===== src/rtl/calc_controller.sv =====
// Sequencing controller for the signed 3-bit add/sub calculator: collects operands A and B plus an
// operation under enter, drives the add_sub datapath, and captures its result. Optional macro: CALC_CHAIN_EN.
module calc_controller #(
    parameter int CNT_W = 8
) (
    input  logic             clk,
    input  logic             rst,
    input  logic [2:0]       sw_val,
    input  logic             sw_op,
    input  logic             btn_enter,
    input  logic             btn_clear,
    output logic [2:0]       dp_a,
    output logic [2:0]       dp_b,
    output logic             dp_m,
    input  logic [3:0]       dp_result,
    output logic [3:0]       res_q,
    output logic             res_valid,
    output logic             busy,
    output logic [1:0]       state_o,
    output logic [CNT_W-1:0] op_cnt,
    output logic             chain_err
);

    typedef enum logic [1:0] {
        S_A    = 2'd0,
        S_B    = 2'd1,
        S_EXEC = 2'd2,
        S_SHOW = 2'd3
    } state_t;

    state_t state;
    state_t next_state;
    logic   btn_enter_q;
    logic   enter_rise;

    assign enter_rise = btn_enter & ~btn_enter_q;

`ifdef CALC_CHAIN_EN
    // A result can be fed back as operand A only if it fits the 3-bit signed range.
    logic chain_ok;
    assign chain_ok = (res_q[3] == res_q[2]);
`endif

    always_ff @(posedge clk) begin
        if (rst) begin
            state       <= S_A;
            btn_enter_q <= 1'b0;
        end else begin
            state       <= next_state;
            btn_enter_q <= btn_enter;
        end
    end

    always_comb begin
        next_state = state;
        if (btn_clear) begin
            next_state = S_A;
        end else begin
            case (state)
                S_A:    if (enter_rise) next_state = S_B;
                S_B:    if (enter_rise) next_state = S_EXEC;
                S_EXEC: next_state = S_SHOW;
                S_SHOW: begin
                    if (enter_rise) begin
`ifdef CALC_CHAIN_EN
                        next_state = chain_ok ? S_B : S_A;
`else
                        next_state = S_A;
`endif
                    end
                end
                default: next_state = S_A;
            endcase
        end
    end

    always_comb begin
        busy    = (state == S_EXEC);
        state_o = state;
    end

    // Datapath operand and result registers; dp_* only move when entering S_B/S_EXEC or on clear.
    always_ff @(posedge clk) begin
        if (rst || btn_clear) begin
            dp_a      <= '0;
            dp_b      <= '0;
            dp_m      <= 1'b0;
            res_q     <= '0;
            res_valid <= 1'b0;
            op_cnt    <= '0;
        end else begin
            case (state)
                S_A: begin
                    if (enter_rise) begin
                        dp_a      <= sw_val;
                        res_valid <= 1'b0;
                    end
                end
                S_B: begin
                    if (enter_rise) begin
                        dp_b <= sw_val;
                        dp_m <= sw_op;
                    end
                end
                S_EXEC: begin
                    res_q     <= dp_result;
                    res_valid <= 1'b1;
                    op_cnt    <= op_cnt + CNT_W'(1);
                end
                S_SHOW: begin
`ifdef CALC_CHAIN_EN
                    if (enter_rise && chain_ok) begin
                        dp_a      <= res_q[2:0];
                        res_valid <= 1'b0;
                    end
`endif
                end
                default: ;
            endcase
        end
    end

`ifdef CALC_CHAIN_EN
    always_ff @(posedge clk) begin
        if (rst || btn_clear) begin
            chain_err <= 1'b0;
        end else if (enter_rise && state == S_A) begin
            chain_err <= 1'b0;
        end else if (enter_rise && state == S_SHOW && !chain_ok) begin
            chain_err <= 1'b1;
        end
    end
`else
    assign chain_err = 1'b0;
`endif

endmodule


===== config.mk =====
export PLATFORM = sky130hd
export DESIGN_NAME = calc_controller
export DESIGN_NICKNAME = d
export VERILOG_FILES = /design/src/rtl/calc_controller.sv
export SDC_FILE = /design/constraint.sdc
export NUM_CORES = 1
export LEC_CHECK = 0
export BUFFER_PORTS_ARGS = -buffer_cell sky130_fd_sc_hd__buf_2
export CORE_AREA = 4 4 52 54
export CTS_CLUSTER_DIAMETER = 120
export CTS_CLUSTER_SIZE = 25
export DETAILED_ROUTE_END_ITERATION = 16
export DIE_AREA = 0 0 56 58
export GPL_TIMING_DRIVEN = 0
export PLACE_DENSITY_LB_ADDON = 0.05
export RECOVER_POWER = 50
export REMOVE_ABC_BUFFERS = 1
export SLEW_MARGIN = 20
export SYNTH_ARGS = -nofsm -noshare
export SYNTH_HDL_FRONTEND = slang
export SYNTH_SLANG_ARGS = --single-unit

===== constraint.sdc =====
create_clock -name clk -period 2.7 [get_ports clk]
set_clock_uncertainty 0.15 [all_clocks]
set_input_delay 0.54 -clock clk [delete_from_list [all_inputs] [get_ports clk]]
set_output_delay 0.54 -clock clk [all_outputs]
set_load 0.01 [all_outputs]

Word level (Yosys, flattened, before mapping)
Cells that the tools add are included.
{"block": "word_totals", "reg_bits": 23, "latchBits": 0, "mem_bits_rw": 0, "romBits": 0, "out_inout_bits": 24, "wordCells": 31, "n_memories": 0}
{"block": "classes", "n_addsub": 1, "multipliers": 0, "n_div": 0, "magnitude_cmp": 0, "eq_ne": 6, "shift": 0, "muxes": 6, "bitwise": 2, "n_reduce_logical": 8}
{"operator": "8-bit by 1-bit adder with 8-bit output (second input constant)", "n": 1}
{"operator": "2-bit case mux with 4 select lines", "n": 1}
{"operator": "2-bit two-way mux", "n": 3}
{"operator": "2-bit inequality test (second input constant)", "n": 3}
{"operator": "2-bit AND reduction", "n": 3}
{"operator": "2-bit equality test (second input constant)", "n": 2}
{"operator": "3-bit AND reduction", "n": 1}
{"operator": "2-bit by 1-bit equality test with 1-bit output (second input constant)", "n": 1}
{"operator": "2-bit logical NOT", "n": 1}
{"operator": "1-bit case mux with 2 select lines", "n": 1}
{"operator": "2-bit nonzero test", "n": 1}
{"operator": "2-bit OR reduction", "n": 1}
{"operator": "1-bit AND", "n": 1}
{"operator": "1-bit logical OR", "n": 1}
{"operator": "1-bit two-way mux", "n": 1}
{"operator": "1-bit inverter", "n": 1}

Depth between registers and ports, before layout
Gate-level depths: netlist of run 1.
{"block": "depth", "depth_word": 4, "depth_mapped": 6, "ltp_nobuf": 5}

Least setup slack after synthesis of run 1
No wires, ideal clock.
{"block": "synth_timing", "path_type": "reg2reg", "start": "reg state[0], in the netlist state_o[0]", "end": "reg state[0], in the netlist state_o[0]", "setup_ns": 0.132, "t_arrival_ns": 1.295, "required_time_ns": 2.418, "slack_ns": 1.123, "stages_incl_launch_ff": 6, "n_path_buf": 0, "path_cell_list": "dfxtp_1 -> inv_1 -> ha_1 -> or3_1 -> nand3_1 -> a21oi_1"}
{"block": "synth_between", "elab_chain_len": 3, "word_cells_on_any_way": 9}
{"element": "start: declaration", "line_no": "31", "source": "state_t state;"}
{"element": "start signal: assignment", "line_no": "49", "source": "state <= next_state;"}
{"element": "2-bit equality test, or another cell as far along", "line_no": "59", "source": "case (state)"}
{"element": "2-bit inequality test (no line)"}
{"element": "3-bit AND reduction (no line)"}
Parallel ways exist; a longest one is shown, timed or not.
A chain may end at the register's enable or synchronous reset.

Worst setup path in the final report of run 1
{"block": "layout_timing", "start": "reg state[0], in the netlist state_o[0]", "end": "out busy"}
{"block": "layout_between", "elab_chain_len": 1}
{"element": "2-bit equality test", "line_no": "78", "source": "busy = (state == S_EXEC);"}
{"element": "end: declaration", "line_no": "18", "source": "output logic busy,"}
No other way between the ends.

==> load_flow_metrics.sql, run 1 <==
INSERT INTO impl_metrics (metric_group, metric, value, unit) VALUES
('place', 'placed_cells_incl_taps', '166', ''),
('floorplan', 'die_width', '56', 'µm'),
('floorplan', 'initial_core_utilization', '44.2', '%'),
('global_route', 'grt_usage', '12.6', '%'),
('worst_setup_path', 'max_fanout_on_critical_path', '13', ''),
('timing', 'rsz0062_at_grt', 'no', ''),
('cts', 'cts-htree-levels', '1', ''),
('drt', 'wl', '2000', 'µm'),
('flow_run', 'drv_cap', '0', ''),
('worst_setup_path', 'end_kind', 'output port', ''),
('finish', 'count_of_antenna_diodes_in_the_layout', '0', ''),
('global_route', 'global_route_overflow', '0', ''),
('power_and_ir_drop', 'switching_power', '0.000128', 'W'),
('timing', 'final_setup_tns', '0', 'ns'),
('finish', 'post_route_cells_drive_above_1_share', '15.5', '%'),
('finish', 'count_of_placed_standard_cells_in_the_final_layout_fillers_left_out', '170', ''),
('timing', 'worst-slew-pin-transition', '0.751', 'ns'),
('synth', 'postSynth.asyncResetShare', '0', '%'),
('power_and_ir_drop', 'seq_power_share', '63.3', '%'),
('place', 'gp_congestion', '0.706', ''),
('power_and_ir_drop', 'cellLeakagePower', '0.437', 'nW'),
('worst_setup_path', 'worstPathRequired', '2.01', 'ns'),
('global_route', 'grt.met3_usage', '5.12', '%'),
('floorplan', 'die_h', '58', 'µm'),
('power_and_ir_drop', 'combinationalPowerShare', '8.5', '%'),
('floorplan', 'overall_die_area', '0.00325', 'mm²'),
('cts', 'cts_hold_buffers', '0', ''),
('timing', 'finalHoldViolations', '0', ''),
('drt', 'detail-route-antenna-nets', '0', ''),
('synth', 'yosysWarnings', '0', ''),
('drt', 'drc', '0', ''),
('run_status', 'result_of_the_run', 'completed', ''),
('timing', 'final-setup-viol-count', '0', ''),
('worst_setup_path', 'critPathLaunchType', 'register', ''),
('power_and_ir_drop', 'cell_internal_power', '0.000419', 'W'),
('synth', 'top_reg_cell_synth', 'sky130_fd_sc_hd__dfxtp_1', ''),
('cts', 'cts_resized', '0', ''),
('timing', 'hold-worst-slack', '0.238', 'ns'),
('synth', 'post_syn_area', '978', 'µm²'),
('global_route', 'grtUsageMet1', '14.9', '%'),
('drt', 'vias_per_cell', '4.99', ''),
('cts', 'clkLatencyLatePin', '0.30', 'ns'),
('global_route', 'grt_start_max_net_pins', '23', ''),
('synth', 'synth-seq-cells', '23', ''),
('synth', 'netlist_top_cells_area', 'sky130_fd_sc_hd__dfxtp_1 (47%), sky130_fd_sc_hd__ha_1 (7.7%), sky130_fd_sc_hd__a21oi_1 (6.6%), sky130_fd_sc_hd__nand3_1 (5.6%), sky130_fd_sc_hd__mux2i_1 (5.1%)', ''),
('timing', 'period_share', '84.6', '%'),
('synth', 'ys_seq_area_share', '47.1', '%'),
('synth', 'synth_common_cells', 'sky130_fd_sc_hd__dfxtp_1 (23), sky130_fd_sc_hd__a21oi_1 (13), sky130_fd_sc_hd__nand3_1 (11)', ''),
('drt', 'drt_pre_antenna_iters', '4', ''),
('timing', 'maxSlewHeadroom', '49.9', '%'),
('synth', 'synth.top_cell.area_share', '47.1', '%'),
('power_and_ir_drop', 'worst_ir_drop_vdd', '0.294', 'mV'),
('finish', 'finish.net_count', '161', ''),
('synth', 'post-synth-top-area-cell', 'sky130_fd_sc_hd__dfxtp_1', ''),
('floorplan', 'boundaryPins', '36', ''),
('floorplan', 'core_area', '0.00221', 'mm²'),
('timing', 'max_freq', '0.438', 'GHz'),
('synth', 'yosys.cell_types.count', '25', ''),
('timing', 'crit_path_time_final', '2.28', 'ns'),
('drt', 'route.vias.total', '849', ''),
('power_and_ir_drop', 'p_sw_share', '23.5', '%'),
('worst_setup_path', 'critical_path_cell_sequence', 'inv_1 > ha_1 > buf_2', ''),
('finish', 'layout.core_utilization', '52.7', '%'),
('hold_path', 'hold_path.class', 'primary input to register', ''),
('cts', 'postCtsSetupRepairBufs', '0', ''),
('cts', 'cts_sinks', '23', ''),
('place', 'port_buffers', '34', ''),
('cts', 'cts_tree', 'done', ''),
('power_and_ir_drop', 'clkPwrFrac', '28.2', '%'),
('worst_setup_path', 'worst-path-buf-inv', '2', ''),
('cts', 'library_cell_used_as_clock_root_buffer', 'sky130_fd_sc_hd__clkbuf_4', '');
-- path summary, 6_finish.rpt --
path,from,end,slack (ns),cells past startpoint
max,state_o[0],busy,0.42,3
min,rst,btn_enter_q,0.24,2
max reg2reg,state_o[0],op_cnt[7],0.67,5
min reg2reg,dp_a[0],dp_a[0],0.31,2
-- final cells by class --
| class | instances | area, µm² |
|---|---|---|
| Fill cell | 209 | 1050 |
| Multi-Input combinational cell | 79 | 485 |
| Sequential cell | 23 | 460 |
| Timing Repair Buffer | 34 | 150 |
| Tap cell | 28 | 35.0 |
| Clock buffer | 4 | 26.3 |
| Inverter | 2 | 7.51 |
-- flip-flops by register name, indices dropped and copies added (netlist names) --
register	cells
btn_enter_q	1
state_o	2
dp_a	3
res_q	4
dp_m	1
res_valid	1
dp_b	3
op_cnt	8
-- cell families after synthesis --
logic type | after synthesis | synth area share, %
mux | 5 | 5.12
fa+ha+maj | 6 | 7.67
buf+inv | 7 | 3.33
other cells | 1 | 0.383
xor+xnor | 4 | 3.58
simple gates | 45 | 23.5
flops | 23 | 47.1
compound gates | 18 | 9.34
-- metrics by stage --
step	setup WS, ns	power [W]	area [µm²]
6_report	0.416	0.000547	1160
5_1_grt	0.320	0.000573	1160
4_1_cts	0.398	0.000559	1180
2_1_floorplan	0.813	0.000381	953
3_5_place_dp	0.690	0.000401	1160
3_3_place_gp	0.667	0.000400	1160
-- routing by layer --
metal,up-vias,wire (µm)
li1,440,-
met1,386,959
met2,23,915
met3,0,124
met4,0,0
met5,-,0
-- power by group through the flow --
stage	Clock, W	Combinational, W	Sequential, W
floorplan	0	0.0000260	0.000355
global placement	0	0.0000460	0.000354
detailed placement	0	0.0000473	0.000354
CTS	0.000165	0.0000474	0.000346
global route	0.000173	0.0000524	0.000347
finish	0.000155	0.0000464	0.000346
-- layout by cell type (no fill, tap or decap), drive strengths merged, types with 4 or more instances in the layout --
cell type	Yosys	layout
dfxtp	23	23
nand3	11	11
a21oi	13	13
buf	3	18
clkbuf	2	20
o21ai	4	4
mux2i	5	5
ha	6	6
or3	4	4
nand2	9	9
nor2	9	9
Power figures use the tool's default switching activity.
==> run 2, diff against run 1 <==
==> constraint.sdc (replaced) <==
create_clock -name clk -period 2.31 [get_ports clk]
set_clock_uncertainty 0.15 [all_clocks]
set_input_delay 0.462 -clock clk [delete_from_list [all_inputs] [get_ports clk]]
set_output_delay 0.462 -clock clk [all_outputs]
set_load 0.01 [all_outputs]
==> run 2 against run 1 <==
Combinational power grew 16%. Via count unchanged. Clock-buffer cell count did not move. Hold slack got worse by 0.078 ns. Die area unchanged. Critical path type unchanged. Largest power group unchanged. Highest routed layer unchanged.
==> load_flow_metrics.sql, run 2 (synthesized netlist as in run 1, its figures left out) <==
INSERT INTO impl_metrics (metric_group, metric, value, unit) VALUES
('timing', 'number_of_max_slew_violations_in_the_final_report', '0', ''),
('worst_setup_path', 'end_kind', 'output port', ''),
('cts', 'library_cell_used_as_clock_root_buffer', 'sky130_fd_sc_hd__clkbuf_4', ''),
('worst_setup_path', 'critical_path_arrival', '1.60', 'ns'),
('drt', 'drt_pre_antenna_iters', '4', ''),
('worst_setup_path', 'r2r_slack', '0.28', 'ns'),
('global_route', 'grt_usage', '12.6', '%'),
('timing', 'final_setup_tns', '0', 'ns'),
('finish', 'post_route_cells_drive_above_1_share', '13.4', '%'),
('hold_path', 'whs_endpoint', 'btn_enter_q', ''),
('flow_run', 'drv_cap', '0', ''),
('floorplan', 'boundaryPins', '36', ''),
('hold_path', 'hold_path.class', 'primary input to register', ''),
('cts', 'cts_resized', '0', ''),
('power_and_ir_drop', 'worst_ir_drop_vdd', '0.343', 'mV'),
('global_route', 'first_global_vias', '787', ''),
('worst_setup_path', 'max_fanout_on_critical_path', '13', ''),
('place', 'place.detailed.hpwl', '1460', 'µm'),
('timing', 'crit_path_time_final', '2.21', 'ns'),
('hold_path', 'timing.hold.worst.start', 'rst', ''),
('finish', 'register_bank_with_the_most_flops', 'op_cnt', ''),
('worst_setup_path', 'crit-reg2reg-launch', 'state_o[0]', ''),
('cts', 'cts_hold_buffers', '0', ''),
('power_and_ir_drop', 'powerDensity', '551', 'mW/mm²'),
('drt', 'route.vias.total', '849', ''),
('global_route', 'grt_pass1_wl', '3340', 'µm'),
('timing', 'hold-worst-slack', '0.160', 'ns'),
('worst_setup_path', 'timing.rr.end', 'op_cnt[7]', ''),
('drt', 'vias_per_cell', '4.99', ''),
('cts', 'clkLatencyLatePin', '0.30', 'ns'),
('place', 'gp_congestion', '0.706', ''),
('drt', 'drc', '0', ''),
('cts', 'numCtsBuffers', '3', ''),
('power_and_ir_drop', 'cellLeakagePower', '0.424', 'nW'),
('hold_path', 'hold_path_depth', '2', ''),
('global_route', 'antenna_violations_before_repair', '0', ''),
('cts', 'cts-htree-levels', '1', ''),
('cts', 'ctsLongestPathBuffers', '2', ''),
('floorplan', 'overall_die_area', '0.00325', 'mm²'),
('drt', 'detail-route-antenna-nets', '0', ''),
('worst_setup_path', 'r2r_cells', '5', ''),
('drt', 'wl', '2000', 'µm'),
('cts', 'cts_tree', 'done', ''),
('timing', 'worst-slew-pin-transition', '0.751', 'ns'),
('timing', 'final-setup-viol-count', '0', ''),
('worst_setup_path', 'timing.setup.critical_path_class', 'register to output port', ''),
('drt', 'routed_wire_length_per_instance', '11.8', 'µm'),
('floorplan', 'die_h', '58', 'µm'),
('finish', 'reg_top3', 'op_cnt: 8 flops, res_q: 4 flops', ''),
('timing', 'maxSlewHeadroom', '49.9', '%'),
('place', 'port_buffers', '34', ''),
('cts', 'cts_sinks', '23', ''),
('floorplan', 'die_width', '56', 'µm'),
('finish', 'area_delta_synth_final', '18.7', '%'),
('timing', 'max_freq', '0.453', 'GHz'),
('finish', 'flip_flop_count_of_the_largest_register_all_copies_and_words_added', '8', ''),
('timing', 'finalHoldViolations', '0', ''),
('finish', 'count_of_antenna_diodes_in_the_layout', '0', ''),
('global_route', 'grt_start_max_net_pins', '23', ''),
('floorplan', 'core_area', '0.00221', 'mm²'),
('run_status', 'result_of_the_run', 'completed', ''),
('finish', 'finish.net_count', '161', ''),
('worst_setup_path', 'critPathLaunchType', 'register', ''),
('cts', 'clock_transition_at_the_register_clock_pins_on_the_worst_setup_and_hold_paths_after_cts', '0.12', 'ns'),
('global_route', 'global_route_overflow', '0', ''),
('drt', 'drt_iter0_drc', '5', ''),
('finish', 'final_common_cell', 'sky130_fd_sc_hd__dfxtp_1', ''),
('timing', 'rsz0062_at_grt', 'no', ''),
('floorplan', 'initial_core_utilization', '44.2', '%'),
('timing', 'period_share', '95.6', '%'),
('worst_setup_path', 'worstPathRequired', '1.70', 'ns'),
('cts', 'postCtsSetupRepairBufs', '0', ''),
('finish', 'mostFrequentLayoutCells', 'sky130_fd_sc_hd__dfxtp_1 (23), sky130_fd_sc_hd__clkbuf_1 (20), sky130_fd_sc_hd__buf_2 (15)', ''),
('floorplan', 'number_of_core_rows', '17', '');
## run 2: cell count changes in the layout (fill, tap and decap cells not counted)
cell	before	now
sky130_fd_sc_hd__buf_2	18	15
sky130_fd_sc_hd__clkbuf_1	17	20
## run 2: critical path: stages, from the launching register on
cell	delay [ns]
sky130_fd_sc_hd__dfxtp_1	0.38
sky130_fd_sc_hd__inv_1	0.12
sky130_fd_sc_hd__ha_1	0.55
sky130_fd_sc_hd__buf_2	0.24
## run 2: area by class of cell
type / instances / area (µm²)
fill: 211 / 1050
sequential: 23 / 460
inverter: 2 / 7.51
timing repair buffer: 34 / 146
tap: 28 / 35.0
clock buffer: 4 / 26.3
multi-input combinational: 79 / 485
## run 2: how the worst max path moves through the flow
stage,depth (start not counted),slack [ns],startpoint,to
after floorplan,5,0.42,state_o[0],op_cnt[5]
after CTS,3,0.09,state_o[0],busy
after global placement,5,0.34,state_o[0],op_cnt[5]
after global routing,3,0.007,state_o[0],busy
final,3,0.10,state_o[0],busy
after detailed placement,5,0.30,state_o[0],op_cnt[5]
## run 2: report_power, final
| part | internal [W] | switching, W |
|---|---|---|
| sequential | 0.000401 | 0.00000377 |
| clock | 0.0000673 | 0.000113 |
| combinational | 0.0000209 | 0.0000331 |
## run 2: routing by layer
layer	vias to the layer above	track usage [%]	wire, µm
li1	440	-	-
met1	386	14.9	957
met2	23	21.2	915
met3	0	5.12	125
met4	0	3.73	0
met5	-	0	0
## run 2: stage by stage
stage | cell area (µm²) | util (%) | instances | setup WS (ns) | total power [W]
floorplan | 953 | - | 104 | 0.423 | 0.000446
finish | 1160 | 52.5 | 170 | 0.102 | 0.000640
global placement | 1160 | 52.4 | 166 | 0.343 | 0.000467
global route | 1160 | 52.5 | 170 | 0.00658 | 0.000669
detailed placement | 1160 | 52.4 | 166 | 0.300 | 0.000469
CTS | 1180 | 53.6 | 170 | 0.0863 | 0.000653
